`src/rtl/zero_pkg.sv`:
```
// Shared FSM state type and default sizing for the zero-window counter.
package zero_pkg;

   typedef enum logic [1:0] {
      IDLE  = 2'd0,
      COUNT = 2'd1,
      HOLD  = 2'd2
   } zwc_state_t;

   localparam int unsigned ZWC_WINDOW_DEF = 16;
   localparam int unsigned ZWC_CNT_W_DEF  = 8;
   localparam int unsigned ZWC_TIMER_W    = 16;

endpackage

```
`src/rtl/zero_window_timer.sv`:
```
// Window down-counter: loads WINDOW-1, decrements while enabled, flags done at zero.
module zero_window_timer
   import zero_pkg::*;
#(
   parameter int unsigned WINDOW = ZWC_WINDOW_DEF
) (
   input  logic clk,
   input  logic reset,
   input  logic load,
   input  logic enable,
   output logic done
);

   localparam logic [ZWC_TIMER_W-1:0] LOAD_VAL = ZWC_TIMER_W'(WINDOW - 1);

   logic [ZWC_TIMER_W-1:0] r_remain;

   always_ff @(posedge clk or negedge reset) begin
      if (!reset) begin
         r_remain <= '0;
      end else if (load) begin
         r_remain <= LOAD_VAL;
      end else if (enable && (r_remain != '0)) begin
         r_remain <= r_remain - ZWC_TIMER_W'(1);
      end
   end

   // done is asserted during the last cycle of the window
   assign done = (r_remain == '0);

endmodule

```
`src/rtl/zero_window_counter.sv`:
```
// Counts det pulses over a WINDOW-cycle window and holds the result until accepted.
// Define ZERO_WINDOW_COUNTER_AUTO_RESTART_EN for continuous back-to-back windows.
module zero_window_counter
   import zero_pkg::*;
#(
   parameter int unsigned WINDOW = ZWC_WINDOW_DEF,
   parameter int unsigned CNT_W  = ZWC_CNT_W_DEF
) (
   input  logic             clk,
   input  logic             reset,
   input  logic             start,
   input  logic             det,
   output logic             busy,
   output logic             out_valid,
   input  logic             out_ready,
   output logic [CNT_W-1:0] out_count,
   output logic             overflow
);

   localparam logic [CNT_W-1:0] CNT_MAX = '1;

   zwc_state_t       r_state;
   zwc_state_t       w_state_nxt;
   logic             w_load;
   logic             w_enable;
   logic             w_done;
   logic             w_hs;
   logic [CNT_W-1:0] r_count;
   logic             r_overflow;

   zero_window_timer #(
      .WINDOW (WINDOW)
   ) u_timer (
      .clk    (clk),
      .reset  (reset),
      .load   (w_load),
      .enable (w_enable),
      .done   (w_done)
   );

   always_ff @(posedge clk or negedge reset) begin
      if (!reset) begin
         r_state <= IDLE;
      end else begin
         r_state <= w_state_nxt;
      end
   end

   always_comb begin
      w_state_nxt = r_state;
      w_load      = 1'b0;
      w_enable    = 1'b0;
      w_hs        = (r_state == HOLD) && out_ready;
      case (r_state)
         IDLE: begin
            if (start) begin
               w_state_nxt = COUNT;
               w_load      = 1'b1;
            end
         end
         COUNT: begin
            w_enable = 1'b1;
            if (w_done) begin
               w_state_nxt = HOLD;
            end
         end
         HOLD: begin
            if (w_hs) begin
`ifdef ZERO_WINDOW_COUNTER_AUTO_RESTART_EN
               w_state_nxt = COUNT;
               w_load      = 1'b1;
`else
               if (start) begin
                  w_state_nxt = COUNT;
                  w_load      = 1'b1;
               end else begin
                  w_state_nxt = IDLE;
               end
`endif
            end
         end
         default: begin
            w_state_nxt = IDLE;
         end
      endcase
   end

   // Count clears on every window load; it only moves in COUNT, so it is frozen in HOLD
   always_ff @(posedge clk or negedge reset) begin
      if (!reset) begin
         r_count    <= '0;
         r_overflow <= 1'b0;
      end else if (w_load) begin
         r_count    <= '0;
         r_overflow <= 1'b0;
      end else if ((r_state == COUNT) && det) begin
         if (r_count == CNT_MAX) begin
            r_overflow <= 1'b1;
         end else begin
            r_count <= r_count + CNT_W'(1);
         end
      end
   end

   assign busy      = (r_state == COUNT);
   assign out_valid = (r_state == HOLD);
   assign out_count = r_count;
   assign overflow  = r_overflow;

endmodule

```
`config.mk`:
```
export PLATFORM = sky130hd
export DESIGN_NAME = zero_window_counter
export DESIGN_NICKNAME = d
export VERILOG_FILES = /design/src/rtl/zero_pkg.sv /design/src/rtl/zero_window_timer.sv /design/src/rtl/zero_window_counter.sv
export SDC_FILE = /design/constraint.sdc
export NUM_CORES = 1
export LEC_CHECK = 0
export ABC_AREA = 1
export CAP_MARGIN = 20
export CORE_MARGIN = 2
export CORE_UTILIZATION = 51
export DETAILED_ROUTE_END_ITERATION = 6
export PLACE_DENSITY = 0.75
export SYNTH_ARGS = -nofsm -noshare
export SYNTH_HDL_FRONTEND = slang
export SYNTH_SLANG_ARGS = --single-unit
```
`constraint.sdc`:
```
create_clock -name clk -period 1.6 [get_ports clk]
set_input_delay 0.32 -clock clk [delete_from_list [all_inputs] [get_ports clk]]
set_output_delay 0.32 -clock clk [all_outputs]
set_load 0.02 [all_outputs]
```
# After elaboration in Yosys (flattened, before gate mapping)
# Index checks and enable logic that the tools add are counted.
[classes]
add_sub_neg = 2
n_mul = 0
n_div = 0
n_lt_le_gt_ge = 0
n_eq_ne = 7
shift = 0
muxes = 17
n_bitwise = 0
n_reduce_logical = 12
[op_table]
columns = ["op", "count"]
rows = [
  ["$mux 16", 2],
  ["$mux 8", 3],
  ["$logic_not 16->1", 1],
  ["$reduce_bool 16->1", 1],
  ["$sub 16x1->16 const B", 1],
  ["$add 8x1->8 const B", 1],
  ["$eq 8x8->1 const B", 1],
  ["$mux 1", 7],
  ["$mux 2", 3],
  ["$ne 2x1->1 const B", 3],
  ["$pmux 2 s3", 1],
  ["$reduce_bool 2->1", 3],
  ["$reduce_and 2->1", 2],
  ["$logic_and 1x1->1", 3],
  ["$reduce_and 3->1", 1],
  ["$eq 2x1->1 const B", 1],
  ["$eq 2x2->1 const B", 1],
  ["$logic_not 2->1", 1],
  ["$ne 2x2->1 const B", 1],
  ["$pmux 1 s2", 1],
]
[word_totals]
reg_bits = 27
latch_bits = 0
mem_bits_rw = 0
mem_bits_ro = 0
inputBits = 5
output_inout_bits = 11
mem_count = 0

# Longest topological paths before layout
[depth]
depth_word = 6
ltp_mapped = 11

# By module
# Synthesis repeated with hierarchy kept, for this count alone.
[unflattened]
cells_unflattened = 247
area_unflattened_um2 = 1791.7
[by_module_without_submodules]
columns = ["module", "instances", "cells_per_inst", "area_each_um2"]
rows = [
  ["zero_window_timer", 1, 159, 1061.0],
  ["zero_window_counter", 1, 88, 730.7],
]

# Least setup slack after synthesis
# OpenSTA, ideal clock, no wires.
[synth_timing]
path_kind = "reg2reg"
from = "reg r_count[1], in the netlist out_count[1]"
to = "reg r_count[6], in the netlist out_count[6]"
setup_ps = 131
t_arrival_ps = 1415
setup_slack_ps = 54
stages_incl_launch_ff = 7
path_buffers = 0
period_less_slack_ps = 1546
cell_sequence = "dfrtp_1 > ha_1 > nand3_1 > nor2_1 > nand3_2 > o21ai_2 > o21ai_0"
[synth_between]
elab_chain_len = 4
word_cells_on_any_way = 7
cone_classes = "add/sub (1); eq/ne (2); mux (3); reduce/logical (1)"
[synth_lines]
columns = ["element", "line", "source"]
rows = [
  ["start: declaration", "zero_window_counter.sv:28", "logic [CNT_W-1:0] r_count;"],
  ["start signal: assignment", "zero_window_counter.sv:100", "r_count <= r_count + CNT_W'(1);"],
  ["$add 8x1->8", "zero_window_counter.sv:100", ""],
  ["$mux 8", "zero_window_counter.sv:97", "if (r_count == CNT_MAX) begin"],
  ["$mux 8", "zero_window_counter.sv:96", "end else if ((r_state == COUNT) && det) begin"],
  ["$mux 8", "zero_window_counter.sv:93", "end else if (w_load) begin"],
]
# Several ways; a longest one is shown, not always the timed one. The select of a mux whose other input is x is not followed.
# A chain may end at the register's enable or synchronous reset.

# Worst setup path in the final report
[layout_timing]
from = "reg r_count[0], in the netlist out_count[0]"
to = "out out_count[0]"
[layout_lines]
columns = ["element", "line", "source"]
rows = [
  ["end: declaration", "zero_window_counter.sv:16", "output logic [CNT_W-1:0] out_count,"],
]
# No word-level cell between the ends.

==> impl_metrics.py <==
metrics = {
    "floorplanning": {
        "io_pins": 16,
        "die_area_mm2": 0.003712,
        "dieWidth_um": 60.93,
        "initial_utilization_pct": 53.70,
        "core_mm2": 0.003078,
        "die_y_um": 60.93,
        "core.rowCount": 20,
    },
    "synth": {
        "synth_top_cell_by_area": "dfrtp_1",
        "synth_top_area_share_pct": 40.88,
        "synth_cells": 239,
        "synth-seq-cells": 27,
        "synthesis.area_mm2": 0.001653,
        "synth_cell_types": 24,
        "syn_avg_cell_area_um2": 6.916,
        "synthTopCellsByArea": "dfrtp_1 (41%), nand2_1 (19%), nor2_1 (7.3%)",
        "seq_area_frac_synth_pct": 40.88,
        "syn-num-nets": 246,
        "synth_warnings": 0,
    },
    "hold_path": {
        "hold_class": "in2async",
    },
    "critical_path": {
        "endpoint_kind": "output port",
        "r2r_slack_ns": 0.06,
        "crit_arrival_ns": 1.23,
        "path_class": "reg2out",
        "r2r_start": "u_timer.r_remain[1]$_DFFE_PN0P_",
        "crit_slowest_cell": "dfrtp_1",
        "start_kind": "register",
        "crit_path_max_fanout": 3,
        "worst-path-buf-inv": 2,
        "worstPathRequired_ns": 1.28,
        "critPathTopFamily": "buffers and inverters",
        "crit_start": "out_count[0]$_DFFE_PN0P_",
        "r2r-end": "u_timer.r_remain[10]$_DFFE_PN0P_",
        "critPathMaxStageDelay_ns": 0.43,
        "crit_chain": "buf_4 -> dlygate4sd2_1",
        "ff2ff_path_depth": 11,
    },
    "clock_network": {
        "cts_tree": "built",
        "clock_latency_ns": 0.35,
        "cts_made_buffers": 3,
        "cts_buffer_depth": 2,
        "clk_pin_slew_worst_paths_ns": 0.17,
        "htree_levels": 1,
        "cts_sinks": 27,
        "cts_root_buffer": "clkbuf_4",
    },
    "power_and_ir_drop": {
        "power_leakage_nw": 1.172,
        "cellPowerDensity_mw_per_mm2": 1668,
        "power_mw": 3.623,
        "max-vdd-ir-drop_mv": 0.8642,
    },
    "grt": {
        "antenna_found_initial": 0,
        "grt_max_degree": 28,
        "grt_pass1_wl_mm": 6.279,
        "overflow": 0,
        "grt_usage_pct": 22.91,
        "grt_pass1_vias": 1421,
    },
    "sta": {
        "drv_slew": 0,
        "fmax_mhz": 643.2,
        "layout_min_cycle_time_ns": 1.555,
        "layout_setup_ws_ns": 0.04522,
        "finalSetupViolations": 0,
        "hold_viol": 0,
        "setup_tns_ns": 0,
        "skew_ns": 0.009037,
        "period_share_pct": 97.17,
        "slew_headroom_pct": 76.82,
        "tightest_slew_ns": 0.3476,
    },
    "job": {
        "maxCapViolCount": 0,
    },
    "route": {
        "drtPass1Iterations": 4,
        "vias": 1678,
        "drcViolationCount": 0,
        "vias_per_cell": 5.100,
        "wl_per_cell_um": 12.58,
        "routed_wl_mm": 4.139,
        "postRouteAntennaNets": 0,
        "drt_iter0_markers": 131,
    },
    "placement": {
        "hpwlAfterDp_mm": 2.826,
        "preCtsSetupSlack_ns": -0.1972,
        "portBuffers": 15,
        "place.gp.congestion": 0.8417,
    },
    "run_status": {
        "status": "completed",
    },
    "cells_and_area": {
        "layout_commonest_cell": "nand2_1",
        "diodes": 0,
        "syn_to_final_growth_pct": 31.42,
        "final_nets": 293,
        "drive_above_1_share_pct": 21.05,
        "layout_common_cells": "nand2_1 (82), nor2_1 (29), buf_4 (29), dfrtp_1 (27), inv_1 (24)",
    },
}
power by group:
group	switching, mW	internal [mW]	total (mW)	leakage [nW]
Sequential	0.168	0.896	1.06	0.352
Combinational	1.33	0.901	2.23	0.806
Clock	0.235	0.0962	0.331	0.0139
logic make-up after synthesis:
kind of cell | synth area share [%]
AO/OA/AOI/OAI | 5.526
XOR/XNOR | 2.119
adder cells (fa/ha/maj) | 1.514
buffers and inverters | 7.343
flip-flops | 40.88
AND/OR/NAND/NOR | 42.62
worst max path at each step:
stage | to | slack [ns] | depth (start not counted)
3_5_place_dp | u_timer.r_remain[5]$_DFFE_PN0P_ | -0.20 | 7
6_report | out_count[0] | 0.05 | 2
2_1_floorplan | out_count[6]$_DFFE_PN0P_ | 0.05 | 6
5_1_grt | u_timer.r_remain[13]$_DFFE_PN0P_ | -0.04 | 11
3_3_place_gp | u_timer.r_remain[8]$_DFFE_PN0P_ | -0.14 | 7
4_1_cts | out_valid | 0.006 | 3
synth_stat cells (all sizes together):
| cell type | number |
|---|---|
| or2 | 1 |
| buf | 2 |
| nor3 | 3 |
| nand2 | 87 |
| nor2 | 37 |
| xor2 | 4 |
| dfrtp | 27 |
| nand3b | 1 |
| ha | 2 |
| o21bai | 3 |
| nand3 | 19 |
| a21oi | 3 |
| o21ai | 10 |
| nand4 | 12 |
| inv | 26 |
| clkbuf | 2 |
stage by stage:
stage	area [µm²]	instances	utilization, %	hold slack [ns]
global placement	2044	322	66.42	0.4882
floorplan	1653	239	-	0.02441
global route	2172	329	70.57	0.3361
finish	2172	329	70.57	0.3144
CTS	2069	326	67.24	0.3370
detailed placement	2044	322	66.42	0.4956
per-layer routing:
metal,track usage (%),part of all wire (%),vias up
li1,-,-,852
met1,35.33,49,777
met2,33.49,44,42
met3,2.559,5.4,7
met4,7.143,1.4,0
met5,0,0,-
timing repair:
action,4_1_cts,5_1_grt
resized for setup,15,21
setup endpoints to repair,22,22
pin swaps,0,4
buffers inserted,0,2
gates cloned,0,1
hold buffers,0,0
sequential cells by signal, summed over array words and instances (netlist names):
signal and cells:
r_state 2, overflow 1, out_count 8, u_timer.r_remain 16
layout make-up:
type                            count  area (µm²)
Sequential cell                    27       675.6
Clock inverter                      1       7.507
Fill cell                         262       905.9
Timing Repair Buffer               45       366.6
Timing Repair inverter              1       6.256
Inverter                           26       105.1
Tap cell                           44       55.05
Multi-Input combinational cell    182       933.4
Clock buffer                        3       22.52
Power figures use the tool's default switching activity.
==> patch, RTL diff (same settings) <==
Build with the macro `ZERO_WINDOW_COUNTER_AUTO_RESTART_EN` defined.
--- a/src/rtl/zero_window_counter.sv
+++ b/src/rtl/zero_window_counter.sv
@@ -1,5 +1,7 @@
 // Counts det pulses over a WINDOW-cycle window and holds the result until accepted.
 // Define ZERO_WINDOW_COUNTER_AUTO_RESTART_EN for continuous back-to-back windows.
+`define ZERO_WINDOW_COUNTER_AUTO_RESTART_EN
+
 module zero_window_counter
    import zero_pkg::*;
 #(
Function: same outputs for any inputs over 10 cycles, from zero or initial values and one cycle with reset low; that may be too few to reach the edited logic, so the function may still have changed.
==> patch against the unedited design <==
  * Hold slack gained 0.0025 ns
  * Wire length decreased by 17%
  * Largest power group unchanged
  * Die area shrank 1.3%
  * Register-to-register slack gained 0.02 ns
  * Count of clock-buffer cells in the layout is the same
  * Sequential cell count unchanged
  * Final cell count decreased by 6.1%
  * Combinational power is 6% lower
  * Sequential share of layout area up 2.4 points
  * Setup slack improved by 0.023 ns
  * Design area is 7.3% lower
  * Total power decreased by 2.1%
  * Fmax rose by 1.5%
  * Synthesized area is 1.4% lower
==> patch: results (changes against the unedited design) <==
[routing]
wl_met2_mm = 1.51  ; was 1.83 mm
drt-initial-drc-count = 81  ; was 131
met1Wirelength_mm = 1.77  ; was 2.03 mm
post_drt_wl_per_cell_um = 11.1  ; was 12.6 um
vias = 1538  ; was 1678
route.met3.wl_um = 123  ; was 225 um
routed_wl_mm = 3.44  ; was 4.14 mm

[global_routing]
grt_pass1_wl_mm = 5.91  ; was 6.28 mm
grt_max_degree = 28  ; unchanged
grtUsageMet2_pct = 33.4  ; was 33.5%
grt_pass1_vias = 1414  ; was 1421
gr-usage-all-layers_pct = 21.4  ; was 22.9%

[placement]
dp.cells = 304  ; was 322
hpwl_mm = 2.55  ; was 2.83 mm
place_ws_ns = -0.00269  ; was -0.197 ns
port_buffers = 15  ; unchanged
place.gp.congestion = 0.832  ; was 0.842
dpl_cell_area_um2 = 1970  ; was 2040 um^2

[finish]
n_fill_cell = 291  ; was 262
drive_gt1_share_pct = 17.7  ; was 21.1%
nNetsFinal = 273  ; was 293

[pwr]
p_leak_uw = 0.00108  ; was 0.00117 uW
p_int_uw = 1860  ; was 1890 uW
irDropWorstVdd_mv = 0.911  ; was 0.864 mV
pg_seq_uw = 1140  ; was 1060 uW

[synth]
yosysSeqAreaShare_pct = 41.4  ; was 40.9%
synth_area_leaders = dfrtp_1 41%, nand2_1 18%, nor2_1 9.0%, xor2_1 4.8%, nand3_1 4.6%  ; was dfrtp_1 41%, nand2_1 19%, nor2_1 7.3%, inv_1 5.5%, nand3_1 5.1%
synth_cells = 227  ; was 239
synth_cell_types = 25  ; was 24
ys_top_cells_by_count = 77 x nand2_1, 39 x nor2_1, 27 x dfrtp_1  ; was 84 x nand2_1, 32 x nor2_1, 27 x dfrtp_1

[clock_network]
worstSkewPairLatency_ns = 0.34

[critical_path]
worstPathMaxFanout = 4  ; was 3
arrival_ns = 1.21  ; was 1.23 ns

[timing]
skew_ns = 0.00427  ; was 0.00904 ns
worst_pin_slew_ns = 0.363  ; was 0.348 ns

[status]
status = completed  ; unchanged

-- patch: logic make-up (layout without fill, tap and decap cells) --
family | Yosys count | after routing | synth area share [%]
XOR/XNOR | 10 | 10 | 5.37
buffers and inverters | 24 | 62 | 6.60
AO/OA/AOI/OAI | 16 | 16 | 5.99
AND/OR/NAND/NOR | 148 | 148 | 39.1
adder cells (fa/ha/maj) | 2 | 2 | 1.53
flip-flops | 27 | 27 | 41.4
-- patch: critical path: stages (launching register included) --
cell	delay [ns]
dfrtp_1	0.42
buf_4	0.15
dlygate4sd2_1	0.31
-- patch: area by class of cell --
| class | count | area (um^2) | area share [%] |
|---|---|---|---|
| clock buffer | 3 | 22.5 | 1.12 |
| sequential | 27 | 676 | 33.5 |
| timing repair buffer | 38 | 305 | 15.2 |
| clock inverter | 1 | 5.00 | 0.248 |
| inverter | 20 | 77.6 | 3.85 |
| multi-input combinational | 176 | 873 | 43.4 |
| tap | 44 | 55.1 | 2.73 |
-- patch: final timing paths --
| kind | from | endpoint | slack, ns | cells after the start |
|---|---|---|---|---|
| setup reg to reg | out_count[0] | out_count[5] | 0.08 | 8 |
| max in group asynchronous | reset | u_timer.r_remain[6] | 1.02 | 2 |
| setup / recovery | out_count[0] | out_count[0] | 0.07 | 2 |
| hold / removal | reset | out_count[6] | 0.32 | 2 |
| min in group clk | u_timer.r_remain[0] | u_timer.r_remain[0] | 0.54 | 2 |
| hold reg to reg | u_timer.r_remain[0] | u_timer.r_remain[0] | 0.54 | 2 |
-- patch: what timing repair did --
item,CTS,global route
pin swaps,0,2
resized for setup,13,11
endpoints found under the setup margin,15,22
setup buffers,0,1
hold buffers,0,0
